`src/rtl/axi_conn_arbiter.sv`:
```
`default_nettype none
// +-----------------------------------------------------------------------------+
// | Module     : axi_conn_arbiter                                                |
// | Description: Two-requester round-robin owner of a shared AXI connector port; |
// |              tracks outstanding writes/reads and drains them before release. |
// |              Optional drain watchdog: define AXI_CONN_ARB_TIMEOUT_EN.        |
// | Revision   : 1.0                                                            |
// +-----------------------------------------------------------------------------+
module axi_conn_arbiter #(
   parameter int C_MAX_OUTSTANDING = 4,
   parameter int C_TIMEOUT_CYCLES  = 1024
) (
   input  logic       ACLK,
   input  logic       ARESETN,
   input  logic [1:0] REQ,
   output logic [1:0] GNT,
   output logic       ADDR_EN,
   input  logic       M_AXI_AWVALID,
   input  logic       M_AXI_AWREADY,
   input  logic       M_AXI_ARVALID,
   input  logic       M_AXI_ARREADY,
   input  logic       M_AXI_BVALID,
   input  logic       M_AXI_BREADY,
   input  logic       M_AXI_RVALID,
   input  logic       M_AXI_RREADY,
   input  logic       M_AXI_RLAST,
   output logic       TIMEOUT_ERR
);

   localparam int               CNT_W   = $clog2(C_MAX_OUTSTANDING + 1);
   localparam logic [CNT_W-1:0] CNT_MAX = CNT_W'(C_MAX_OUTSTANDING);

   typedef enum logic [1:0] {
      ST_IDLE  = 2'd0,
      ST_GRANT = 2'd1,
      ST_DRAIN = 2'd2
   } state_t;

   state_t           state_q, state_d;
   logic [1:0]       gnt_q, gnt_d;
   logic             last_q, last_d;
   logic [CNT_W-1:0] wcnt_q, wcnt_d;
   logic [CNT_W-1:0] rcnt_q, rcnt_d;
   logic             win;
   logic             timeout_hit;

   logic aw_hs, ar_hs, b_hs, rlast_hs, owner_req, cnt_idle;

   assign aw_hs     = M_AXI_AWVALID & M_AXI_AWREADY;
   assign ar_hs     = M_AXI_ARVALID & M_AXI_ARREADY;
   assign b_hs      = M_AXI_BVALID & M_AXI_BREADY;
   assign rlast_hs  = M_AXI_RVALID & M_AXI_RREADY & M_AXI_RLAST;
   assign owner_req = gnt_q[1] ? REQ[1] : REQ[0];
   assign cnt_idle  = (wcnt_q == '0) && (rcnt_q == '0);

   // Simultaneous inc/dec cancels; lone steps past either end are dropped.
   function automatic logic [CNT_W-1:0] sat_step(input logic [CNT_W-1:0] cnt,
                                                 input logic inc, input logic dec);
      logic [CNT_W-1:0] res;
      res = cnt;
      if (inc && !dec && (cnt != CNT_MAX))
         res = cnt + CNT_W'(1);
      else if (dec && !inc && (cnt != '0))
         res = cnt - CNT_W'(1);
      return res;
   endfunction

   always_comb begin
      wcnt_d = timeout_hit ? '0 : sat_step(wcnt_q, aw_hs, b_hs);
      rcnt_d = timeout_hit ? '0 : sat_step(rcnt_q, ar_hs, rlast_hs);
   end

   always_comb begin
      state_d = state_q;
      gnt_d   = gnt_q;
      last_d  = last_q;
      win     = 1'b0;
      case (state_q)
         ST_IDLE: begin
            if (REQ != 2'b00) begin
               win     = (REQ == 2'b11) ? ~last_q : REQ[1];
               gnt_d   = win ? 2'b10 : 2'b01;
               last_d  = win;
               state_d = ST_GRANT;
            end
         end
         ST_GRANT: begin
            if (!owner_req)
               state_d = ST_DRAIN;
         end
         ST_DRAIN: begin
            if (cnt_idle || timeout_hit) begin
               gnt_d   = 2'b00;
               state_d = ST_IDLE;
            end
         end
         default: begin
            gnt_d   = 2'b00;
            state_d = ST_IDLE;
         end
      endcase
   end

   always_ff @(posedge ACLK or negedge ARESETN) begin
      if (!ARESETN) begin
         state_q <= ST_IDLE;
         gnt_q   <= 2'b00;
         last_q  <= 1'b1;
         wcnt_q  <= '0;
         rcnt_q  <= '0;
      end else begin
         state_q <= state_d;
         gnt_q   <= gnt_d;
         last_q  <= last_d;
         wcnt_q  <= wcnt_d;
         rcnt_q  <= rcnt_d;
      end
   end

`ifdef AXI_CONN_ARB_TIMEOUT_EN
   localparam int              WD_W    = $clog2(C_TIMEOUT_CYCLES + 1);
   localparam logic [WD_W-1:0] WD_LAST = WD_W'(C_TIMEOUT_CYCLES - 1);

   logic [WD_W-1:0] wd_q, wd_d;
   logic            resp_hs;

   assign resp_hs = b_hs | rlast_hs;
   // Fires during the cycle that completes C_TIMEOUT_CYCLES silent drain cycles.
   assign timeout_hit = (state_q == ST_DRAIN) && !cnt_idle && !resp_hs && (wd_q == WD_LAST);

   always_comb begin
      wd_d = '0;
      if ((state_q == ST_DRAIN) && !cnt_idle && !resp_hs && !timeout_hit)
         wd_d = wd_q + WD_W'(1);
   end

   always_ff @(posedge ACLK or negedge ARESETN) begin
      if (!ARESETN)
         wd_q <= '0;
      else
         wd_q <= wd_d;
   end
`else
   assign timeout_hit = 1'b0;
`endif

   assign GNT         = gnt_q;
   assign ADDR_EN     = (state_q == ST_GRANT) && owner_req &&
                        (wcnt_q != CNT_MAX) && (rcnt_q != CNT_MAX);
   assign TIMEOUT_ERR = timeout_hit;

endmodule
`default_nettype wire

```
`config.mk`:
```
export PLATFORM = sky130hd
export DESIGN_NAME = axi_conn_arbiter
export DESIGN_NICKNAME = d
export VERILOG_FILES = /design/src/rtl/axi_conn_arbiter.sv
export SDC_FILE = /design/constraint.sdc
export NUM_CORES = 1
export LEC_CHECK = 0
export BUFFER_PORTS_ARGS = -buffer_cell sky130_fd_sc_hd__buf_2
export CAP_MARGIN = 20
export CORE_UTILIZATION = 40
export CTS_CLUSTER_DIAMETER = 40
export CTS_CLUSTER_SIZE = 24
export DETAILED_ROUTE_END_ITERATION = 7
export PLACE_DENSITY = 0.73
export SLEW_MARGIN = 20
export SYNTH_ARGS = -nofsm -noshare
export SYNTH_HDL_FRONTEND = slang
export SYNTH_SLANG_ARGS = --single-unit
export TNS_END_PERCENT = 100
```
`constraint.sdc`:
```
create_clock -name ACLK -period 2.3 [get_ports ACLK]
set_clock_uncertainty 0.2 [all_clocks]
set_input_delay 0.46 -clock ACLK [delete_from_list [all_inputs] [get_ports ACLK]]
set_output_delay 0.46 -clock ACLK [all_outputs]
set_load 0.03 [all_outputs]
```
==> results of run 1 <==
cell usage in the layout (no fill, tap or decap):
cell type	instances
nor4_4	1
fa_1	2
or3_4	1
clkbuf_1	1
conb_1	1
a31oi_1	1
o21ai_1	2
dlygate4sd3_1	1
a32o_1	2
nor2_1	5
a211oi_1	3
nor3_1	2
dfrtp_1	10
and2_1	2
a21oi_1	5
a32oi_1	1
buf_4	4
nor3b_1	1
mux2i_1	1
clkbuf_4	3
nor4_1	2
nor4bb_2	1
xor2_1	2
nand2_1	7
nand2b_1	3
o21ai_0	2
o22a_1	1
inv_1	3
o21ba_2	1
o21bai_1	1
nand3b_1	1
xnor2_1	4
a311oi_1	1
buf_2	15
dfstp_2	1
and3_1	1
power by group through the flow:
stage | Sequential, W | Combinational (W) | Clock, W
6_report | 0.000414 | 0.000509 | 0.000132
5_1_grt | 0.000426 | 0.000571 | 0.000146
4_1_cts | 0.000412 | 0.000516 | 0.000135
3_5_place_dp | 0.000416 | 0.000511 | 0
3_3_place_gp | 0.000403 | 0.000502 | 0
2_1_floorplan | 0.000441 | 0.000333 | 0
kinds of logic after synthesis:
logic type	Yosys count
AO/OA/AOI/OAI	20
XOR/XNOR	6
adder cells (fa/ha/maj)	2
buffers and inverters	5
flip-flops	11
multiplexers	1
other	1
AND/OR/NAND/NOR	27
area by class of cell:
type | count | area share [%]
Clock buffer | 4 | 3.05
Inverter | 3 | 1.31
Multi-Input combinational cell | 57 | 47.9
Sequential cell | 11 | 32.1
Tap cell | 16 | 2.32
Timing Repair Buffer | 20 | 13.4
worst max-delay path by stage:
| stage | slack [ns] | end | from |
|---|---|---|---|
| floorplan | 0.03 | wcnt_q[2] | M_AXI_AWVALID |
| global placement | 0.12 | wcnt_q[2] | M_AXI_AWVALID |
| detailed placement | 0.06 | wcnt_q[2] | M_AXI_AWVALID |
| CTS | 0.1 | ADDR_EN | GNT[1] |
| global route | 0.04 | ADDR_EN | GNT[1] |
| finish | 0.11 | ADDR_EN | GNT[1] |
synth_stat cells, drive strengths merged (2+ instances only):
| cell | number |
|---|---|
| fa | 2 |
| xnor2 | 4 |
| nor3 | 2 |
| nor4 | 3 |
| o21ai | 4 |
| a211oi | 3 |
| dfrtp | 10 |
| a21oi | 5 |
| nor2 | 5 |
| and2 | 2 |
| nand2b | 3 |
| xor2 | 2 |
| a32o | 2 |
| inv | 3 |
| nand2 | 7 |
layer usage:
layer / global-route usage (%) / wire length (µm) / vias to the layer above
li1: - / - / 308
met1: 19.5 / 604 / 298
met2: 25.6 / 712 / 9
met3: 1.67 / 31 / 2
met4: 10.9 / 15 / 0
met5: 0 / 0 / -
state kept, by name, indices dropped and copies added (netlist names):
signal and flops:
GNT 2, last_q 1, rcnt_q 3, state_q 2, wcnt_q 3
stage by stage:
stage / hold slack [ns] / std cells
2_1_floorplan: -0.0356 / 73
4_1_cts: 0.195 / 111
3_3_place_gp: 0.137 / 106
3_5_place_dp: 0.137 / 106
6_report: 0.200 / 111
5_1_grt: 0.213 / 111
worst reg2reg max path: stages (launching register included):
cell,delay (ns)
dfrtp_1,0.43
nor3b_1,0.20
nor3_1,0.25
inv_1,0.08
fa_1,0.39
a21oi_1,0.13
a32oi_1,0.13
xnor2_1,0.14
what timing repair did:
action,CTS,global route
hold buffers,1,0
gates resized for setup,0,0
hold endpoints to repair,10,0
==> impl_metrics.py, run 1 <==
metrics = {
    "run_status": {
        "status": "finished, final reports clean",
    },
    "synth": {
        "yosysSeqAreaShare_pct": 39.2,
        "synthMuxAreaShare_pct": 1.42,
        "yosysWarnings": 0,
        "postSynthCellCount": 73,
        "syn-num-nets": 88,
        "synth_top_family_by_area": "simple AND/OR/NAND/NOR gates",
        "syn_area_per_cell_um2": 9.67,
        "synth_cell_types": 33,
        "synth_xor_xnor_area_share_pct": 7.45,
        "synth_compound_area_share_pct": 19.5,
        "synthFlopType": "dfrtp_1",
        "synth_fa_ha_area_share_pct": 5.67,
        "ys_async_sr_fraction_pct": 100,
        "synth_edf_count": 0,
        "synth.area.top_cells": "dfrtp_1 (35%), fa_1 (5.7%), xnor2_1 (5.0%), dfstp_2 (3.7%), nand2_1 (3.7%)",
        "synth_top_area_share_pct": 35.5,
        "syn-cell-area_um2": 706,
        "yosys.area.top_type": "dfrtp_1",
        "ys_seq_elements": 11,
        "yosys.area_share.simple_pct": 23.0,
    },
    "drt": {
        "detail-route-antenna-nets": 0,
        "wl_um": 1360,
        "num_vias": 617,
        "drc": 0,
        "drt-vias-per-instance": 5.56,
        "drt_iter0_markers": 9,
        "drt_first_pass_iters": 4,
        "wl_per_cell_um": 12.3,
    },
    "sta": {
        "tns_ns": 0,
        "finalHoldViolCount": 0,
        "setup_slack_ns": 0.105,
        "layout_min_cycle_time_ns": 2.19,
        "maxClockFrequency_ghz": 0.456,
        "rsz0062_at_grt": "false",
        "setup_viol_count_final": 0,
        "slew_viol_final": 0,
        "period_share_pct": 95.4,
    },
    "pwr": {
        "switching_share_pct": 43.0,
        "power.switching_w": 0.000454,
        "p_int_w": 0.000602,
        "p_total_w": 0.00106,
        "power-per-cell-area_nw_per_um2": 1220,
        "p_leak_nw": 0.372,
        "p_clk_share_pct": 12.5,
        "ir_drop_v": 0.000419,
        "pwr-share-comb_pct": 48.2,
        "seq_power_share_pct": 39.2,
    },
    "setup_path": {
        "critPathMaxFanout": 3,
        "r2r-end": "rcnt_q[2]",
        "crit_buf_inv": 1,
        "worstPathCellList": "mux2i_1 > a21oi_1 > nor4bb_2 > buf_2",
        "slowest_stage": "dfrtp_1",
        "cp_data_arrival_time_ns": 1.53,
        "critical-path-max-stage-delay_ns": 0.40,
        "crit_cells": 4,
        "path_class": "register to output pin",
        "start_kind": "register",
        "regToRegSetupSlack_ns": 0.24,
        "r2r_cells": 7,
        "worstSetupEndpointType": "output pin",
        "required_ns": 1.64,
        "worstReg2RegStart": "rcnt_q[2]",
        "cp_top_family": "flip-flops",
    },
    "layout": {
        "fin_util_pct": 54.7,
        "postLayoutCellArea_um2": 862,
        "regArea_um2": 277,
        "drive_gt1_share_pct": 28.4,
        "multi_input_area_um2": 413,
        "antennaDiodeCount": 0,
        "fill_cells": 134,
        "layout.nets": 111,
        "syn2layout_area_growth_pct": 22.2,
    },
    "global_route": {
        "grt_pass1_vias": 541,
        "grt_antenna_before_repair": 0,
        "grt_pass1_wl_um": 2210,
        "overflow": 0,
        "grt_max_degree": 12,
        "grt_usage_pct": 15.8,
    },
    "clocking": {
        "clk_latency_ns": 0.27,
        "cts_buffers": 3,
        "tritoncts": "done",
        "post_cts_buffers": 0,
        "htreeDepth": 1,
        "cts_buffer_depth": 2,
        "root_buffer": "clkbuf_4",
        "path_clk_slew_ns": 0.07,
        "cts.sinks": 11,
    },
    "floorplan": {
        "fp.dieW_um": 44,
        "die_h_um": 44,
        "core_um2": 1580,
        "initial_utilization_pct": 44.8,
        "dieArea_um2": 1940,
        "core.rowCount": 14,
        "num_io_pins": 17,
    },
    "min_path": {
        "hold_class": "primary input to register",
        "whs_endpoint": "last_q",
        "min_delay_path_depth": 2,
        "hold_start": "REQ[0]",
    },
    "placement": {
        "place_hpwl_um": 1090,
        "dpl_cell_area_um2": 826,
        "portBuffers": 15,
        "gp_congestion": 0.749,
        "dpl_worst_slack_ns": 0.0553,
    },
    "run": {
        "maxCapViolations": 0,
    },
}
No activity file was read; power rests on OpenSTA's default activity.
==> run 2, diff against run 1 <==
Settings changed: PLACE_DENSITY 0.73 to 0.68.
==> impl_metrics.py, run 2 (same netlist as run 1, synthesis figures left out) <==
metrics = {
    "global_route": {
        "grt_pass1_vias": 623,
        "grt_antenna_before_repair": 0,
        "grt_pass1_wl_um": 2540,
        "grt_usage_pct": 17.5,
        "overflow": 0,
        "grt_max_degree": 12,
    },
    "placement": {
        "gp_congestion": 0.716,
        "portBuffers": 15,
        "place_hpwl_um": 1080,
    },
    "clocking": {
        "cts_buffers": 3,
        "cts.sinks": 11,
        "post_cts_buffers": 0,
        "tritoncts": "done",
        "clk_latency_ns": 0.27,
        "htreeDepth": 1,
        "root_buffer": "clkbuf_4",
        "path_clk_slew_ns": 0.07,
        "cts_buffer_depth": 2,
    },
    "sta": {
        "finalHoldViolCount": 0,
        "layout_min_cycle_time_ns": 2.24,
        "setup_viol_count_final": 0,
        "slew_viol_final": 0,
        "rsz0062_at_grt": "false",
        "tns_ns": 0,
        "whs_ns": 0.200,
        "period_share_pct": 97.2,
        "maxClockFrequency_ghz": 0.447,
    },
    "drt": {
        "wl_per_cell_um": 12.1,
        "wl_um": 1350,
        "detail-route-antenna-nets": 0,
        "drt-vias-per-instance": 5.58,
        "drc": 0,
        "num_vias": 619,
        "drt_first_pass_iters": 6,
        "drt_iter0_markers": 19,
    },
    "floorplan": {
        "num_io_pins": 17,
        "core_um2": 1580,
        "dieArea_um2": 1940,
        "core.rowCount": 14,
        "fp.dieW_um": 44,
        "initial_utilization_pct": 44.8,
        "die_h_um": 44,
    },
    "pwr": {
        "ir_drop_v": 0.000420,
        "p_leak_nw": 0.372,
        "power-per-cell-area_nw_per_um2": 1230,
    },
    "setup_path": {
        "start_kind": "register",
        "critPathMaxFanout": 3,
        "required_ns": 1.64,
        "slowest_stage": "dfrtp_1",
        "path_class": "register to output pin",
        "worstPathCellList": "mux2i_1 > a21oi_1 > nor4bb_2 > buf_2",
        "critical-path-max-stage-delay_ns": 0.40,
        "worstSetupEndpointType": "output pin",
        "cp_data_arrival_time_ns": 1.58,
    },
    "layout": {
        "drive_gt1_share_pct": 28.4,
        "antennaDiodeCount": 0,
        "mostFrequentLayoutCells": "buf_2 (15), dfrtp_1 (10), nand2_1 (7)",
        "syn2layout_area_growth_pct": 22.2,
        "largest_registers": "rcnt_q (3), wcnt_q (3)",
        "layout_commonest_cell": "buf_2",
        "layout.nets": 111,
    },
    "min_path": {
        "hold_class": "primary input to register",
    },
    "run_status": {
        "status": "finished, final reports clean",
    },
    "run": {
        "maxCapViolations": 0,
    },
}
[run 2: cell counts in the layout (fill, tap and decap cells not counted)]
Identical to the previous run, type by type.
[run 2: layout make-up]
class	count	area, µm²
Fill cell	145	714
Multi-Input combinational cell	57	413
Sequential cell	11	277
Timing Repair Buffer	20	115
Clock buffer	4	26.3
Tap cell	16	20.0
Inverter	3	11.3
[run 2: worst paths after layout]
check                               start          to  slack, ns  depth (start not counted)
worst min register to register  rcnt_q[2]   rcnt_q[2]       0.34                          1
worst max-delay path               GNT[1]     ADDR_EN       0.06                          4
max in group asynchronous         ARESETN      last_q       1.27                          2
worst max register to register  rcnt_q[2]   rcnt_q[2]       0.25                          7
min in group asynchronous         ARESETN  state_q[1]       0.37                          2
worst min-delay path               REQ[0]      last_q       0.20                          2
[run 2: timing repair]
action                    CTS  global route
hold buffers                1             0
hold endpoints to repair   10             0
gates resized for setup     0             0
[run 2: power breakdown]
| group | leakage (nW) | internal, W | switching (W) | total (W) |
|---|---|---|---|---|
| logic | 0.226 | 0.000240 | 0.000276 | 0.000516 |
| clock network | 0.0150 | 0.0000672 | 0.0000627 | 0.000130 |
| registers | 0.131 | 0.000295 | 0.000116 | 0.000411 |
| total | 0.372 | 0.000602 | 0.000455 | 0.00106 |
[run 2: metal layers]
metal	up-vias	GRT usage, %	part of all wire [%]
met5	-	0	0
met4	0	7.27	1.9
met3	2	1.67	4.0
met2	18	30.3	49
met1	289	22.0	45
li1	310	-	-
[run 2: worst max-delay path, delay by kind of cell (launching register included)]
kind	cells	cell delay, ns
AOI/OAI and AO/OA	1	0.17
buffers and inverters	1	0.24
DFF	1	0.40
muxes	1	0.17
and+or+nand+nor	1	0.31
[run 2: metrics by stage]
| stage | total power, W | instance area (µm²) | setup WS (ns) | std cells | util [%] |
|---|---|---|---|---|---|
| floorplan | 0.000774 | 712 | 0.0323 | 73 | - |
| global placement | 0.000904 | 826 | 0.119 | 106 | 52.4 |
| detailed placement | 0.000930 | 826 | 0.0634 | 106 | 52.4 |
| CTS | 0.00106 | 862 | 0.0882 | 111 | 54.7 |
| global route | 0.00116 | 862 | 0.0115 | 111 | 54.7 |
| finish | 0.00106 | 862 | 0.0642 | 111 | 54.7 |
==> run 3, diff against run 2 <==
Settings changed: BUFFER_PORTS_ARGS -buffer_cell sky130_fd_sc_hd__buf_2 to -buffer_cell sky130_fd_sc_hd__buf_4.
==> impl_metrics.py, run 3 (same netlist as run 1, synthesis figures left out) <==
metrics = {
    "run_status": {
        "status": "finished, final reports clean",
    },
    "global_route": {
        "grt_usage_pct": 16.1,
        "overflow": 0,
        "grt_pass1_wl_um": 2330,
        "grt_pass1_vias": 589,
        "grt_antenna_before_repair": 0,
        "grt_max_degree": 12,
    },
    "drt": {
        "wl_per_cell_um": 11.9,
        "drc": 0,
        "drt-vias-per-instance": 5.44,
        "wl_um": 1320,
        "detail-route-antenna-nets": 0,
        "num_vias": 604,
        "drt_first_pass_iters": 4,
        "drt_iter0_markers": 8,
    },
    "pwr": {
        "p_leak_nw": 0.383,
        "power-per-cell-area_nw_per_um2": 1190,
        "ir_drop_v": 0.000485,
    },
    "clocking": {
        "tritoncts": "done",
        "root_buffer": "clkbuf_4",
        "cts.sinks": 11,
        "clk_latency_ns": 0.26,
        "cts_buffers": 3,
        "htreeDepth": 1,
        "path_clk_slew_ns": 0.07,
        "cts_buffer_depth": 2,
        "post_cts_buffers": 0,
    },
    "floorplan": {
        "initial_utilization_pct": 44.8,
        "die_h_um": 44,
        "dieArea_um2": 1940,
        "num_io_pins": 17,
        "core_um2": 1580,
        "fp.dieW_um": 44,
        "core.rowCount": 14,
    },
    "layout": {
        "layout_commonest_cell": "buf_4",
        "layout.nets": 111,
        "mostFrequentLayoutCells": "buf_4 (19), dfrtp_1 (10), nand2_1 (7)",
        "largest_registers": "rcnt_q (3), wcnt_q (3)",
        "antennaDiodeCount": 0,
        "postLayoutCellArea_um2": 900,
        "drive_gt1_share_pct": 28.4,
        "syn2layout_area_growth_pct": 27.5,
    },
    "sta": {
        "slew_viol_final": 0,
        "finalHoldViolCount": 0,
        "tns_ns": 0,
        "setup_viol_count_final": 0,
        "maxClockFrequency_ghz": 0.475,
        "rsz0062_at_grt": "false",
        "period_share_pct": 91.6,
        "layout_min_cycle_time_ns": 2.11,
    },
    "setup_path": {
        "regToRegSetupSlack_ns": 0.22,
        "worstReg2RegStart": "rcnt_q[2]",
        "cp_data_arrival_time_ns": 1.45,
        "required_ns": 1.64,
        "start_kind": "register",
        "path_class": "register to output pin",
        "worstSetupEndpointType": "output pin",
        "critPathMaxFanout": 3,
        "r2r-end": "rcnt_q[2]",
        "r2r_cells": 7,
    },
    "run": {
        "maxCapViolations": 0,
    },
    "min_path": {
        "whs_endpoint": "last_q",
        "min_delay_path_depth": 2,
        "hold_class": "primary input to register",
        "hold_start": "REQ[0]",
    },
    "placement": {
        "dpl_cell_area_um2": 863,
        "portBuffers": 15,
        "gp_congestion": 0.748,
        "place_hpwl_um": 1050,
    },
}
==> run 3: critical path, cell delays in order, from the launching register on <==
cell	delay (ns)
dfrtp_1	0.41
mux2i_1	0.17
a21oi_1	0.13
nor4bb_2	0.28
buf_4	0.20
==> run 3: final cells by class <==
type / instances / area (µm²)
clock buffer: 4 / 26.3
fill: 137 / 677
inverter: 3 / 11.3
multi-input combinational: 57 / 413
sequential: 11 / 277
tap: 16 / 20.0
timing repair buffer: 20 / 153
==> run 3: through the flow <==
stage | hold slack [ns] | total power, W | util [%] | setup slack [ns] | std cells
floorplan | -0.0356 | 0.000774 | - | 0.0323 | 73
global placement | 0.0968 | 0.000924 | 54.8 | 0.112 | 106
detailed placement | 0.0989 | 0.000942 | 54.8 | 0.0277 | 106
CTS | 0.176 | 0.00108 | 57.1 | 0.184 | 111
global route | 0.196 | 0.00116 | 57.1 | 0.0683 | 111
finish | 0.179 | 0.00107 | 57.1 | 0.194 | 111
==> run 3: where the power goes <==
part	internal (W)	switching [W]	total (W)
Clock	0.0000670	0.0000638	0.000131
Sequential	0.000295	0.000114	0.000409
Combinational	0.000259	0.000269	0.000528
==> run 3: worst max path at each step <==
stage                      to  cells after the start          start
floorplan           wcnt_q[2]                      8  M_AXI_AWVALID
global placement    wcnt_q[2]                      8  M_AXI_AWVALID
detailed placement  wcnt_q[2]                      8  M_AXI_AWVALID
CTS                   ADDR_EN                      4         GNT[1]
global route          ADDR_EN                      4         GNT[1]
finish                ADDR_EN                      4         GNT[1]
==> run 3: routing by layer <==
metal	track usage, %	share of wire, %	wire length, µm	vias up
li1	-	-	-	308
met4	9.09	1.2	16	0
met2	28.5	52	691	10
met3	1.25	2.2	29	2
met1	18.7	44	579	284
met5	0	0	0	-
==> run 3: what timing repair did <==
action,CTS,global route
hold buffers,1,0
endpoints found under the hold margin,10,0
resized for setup,0,0
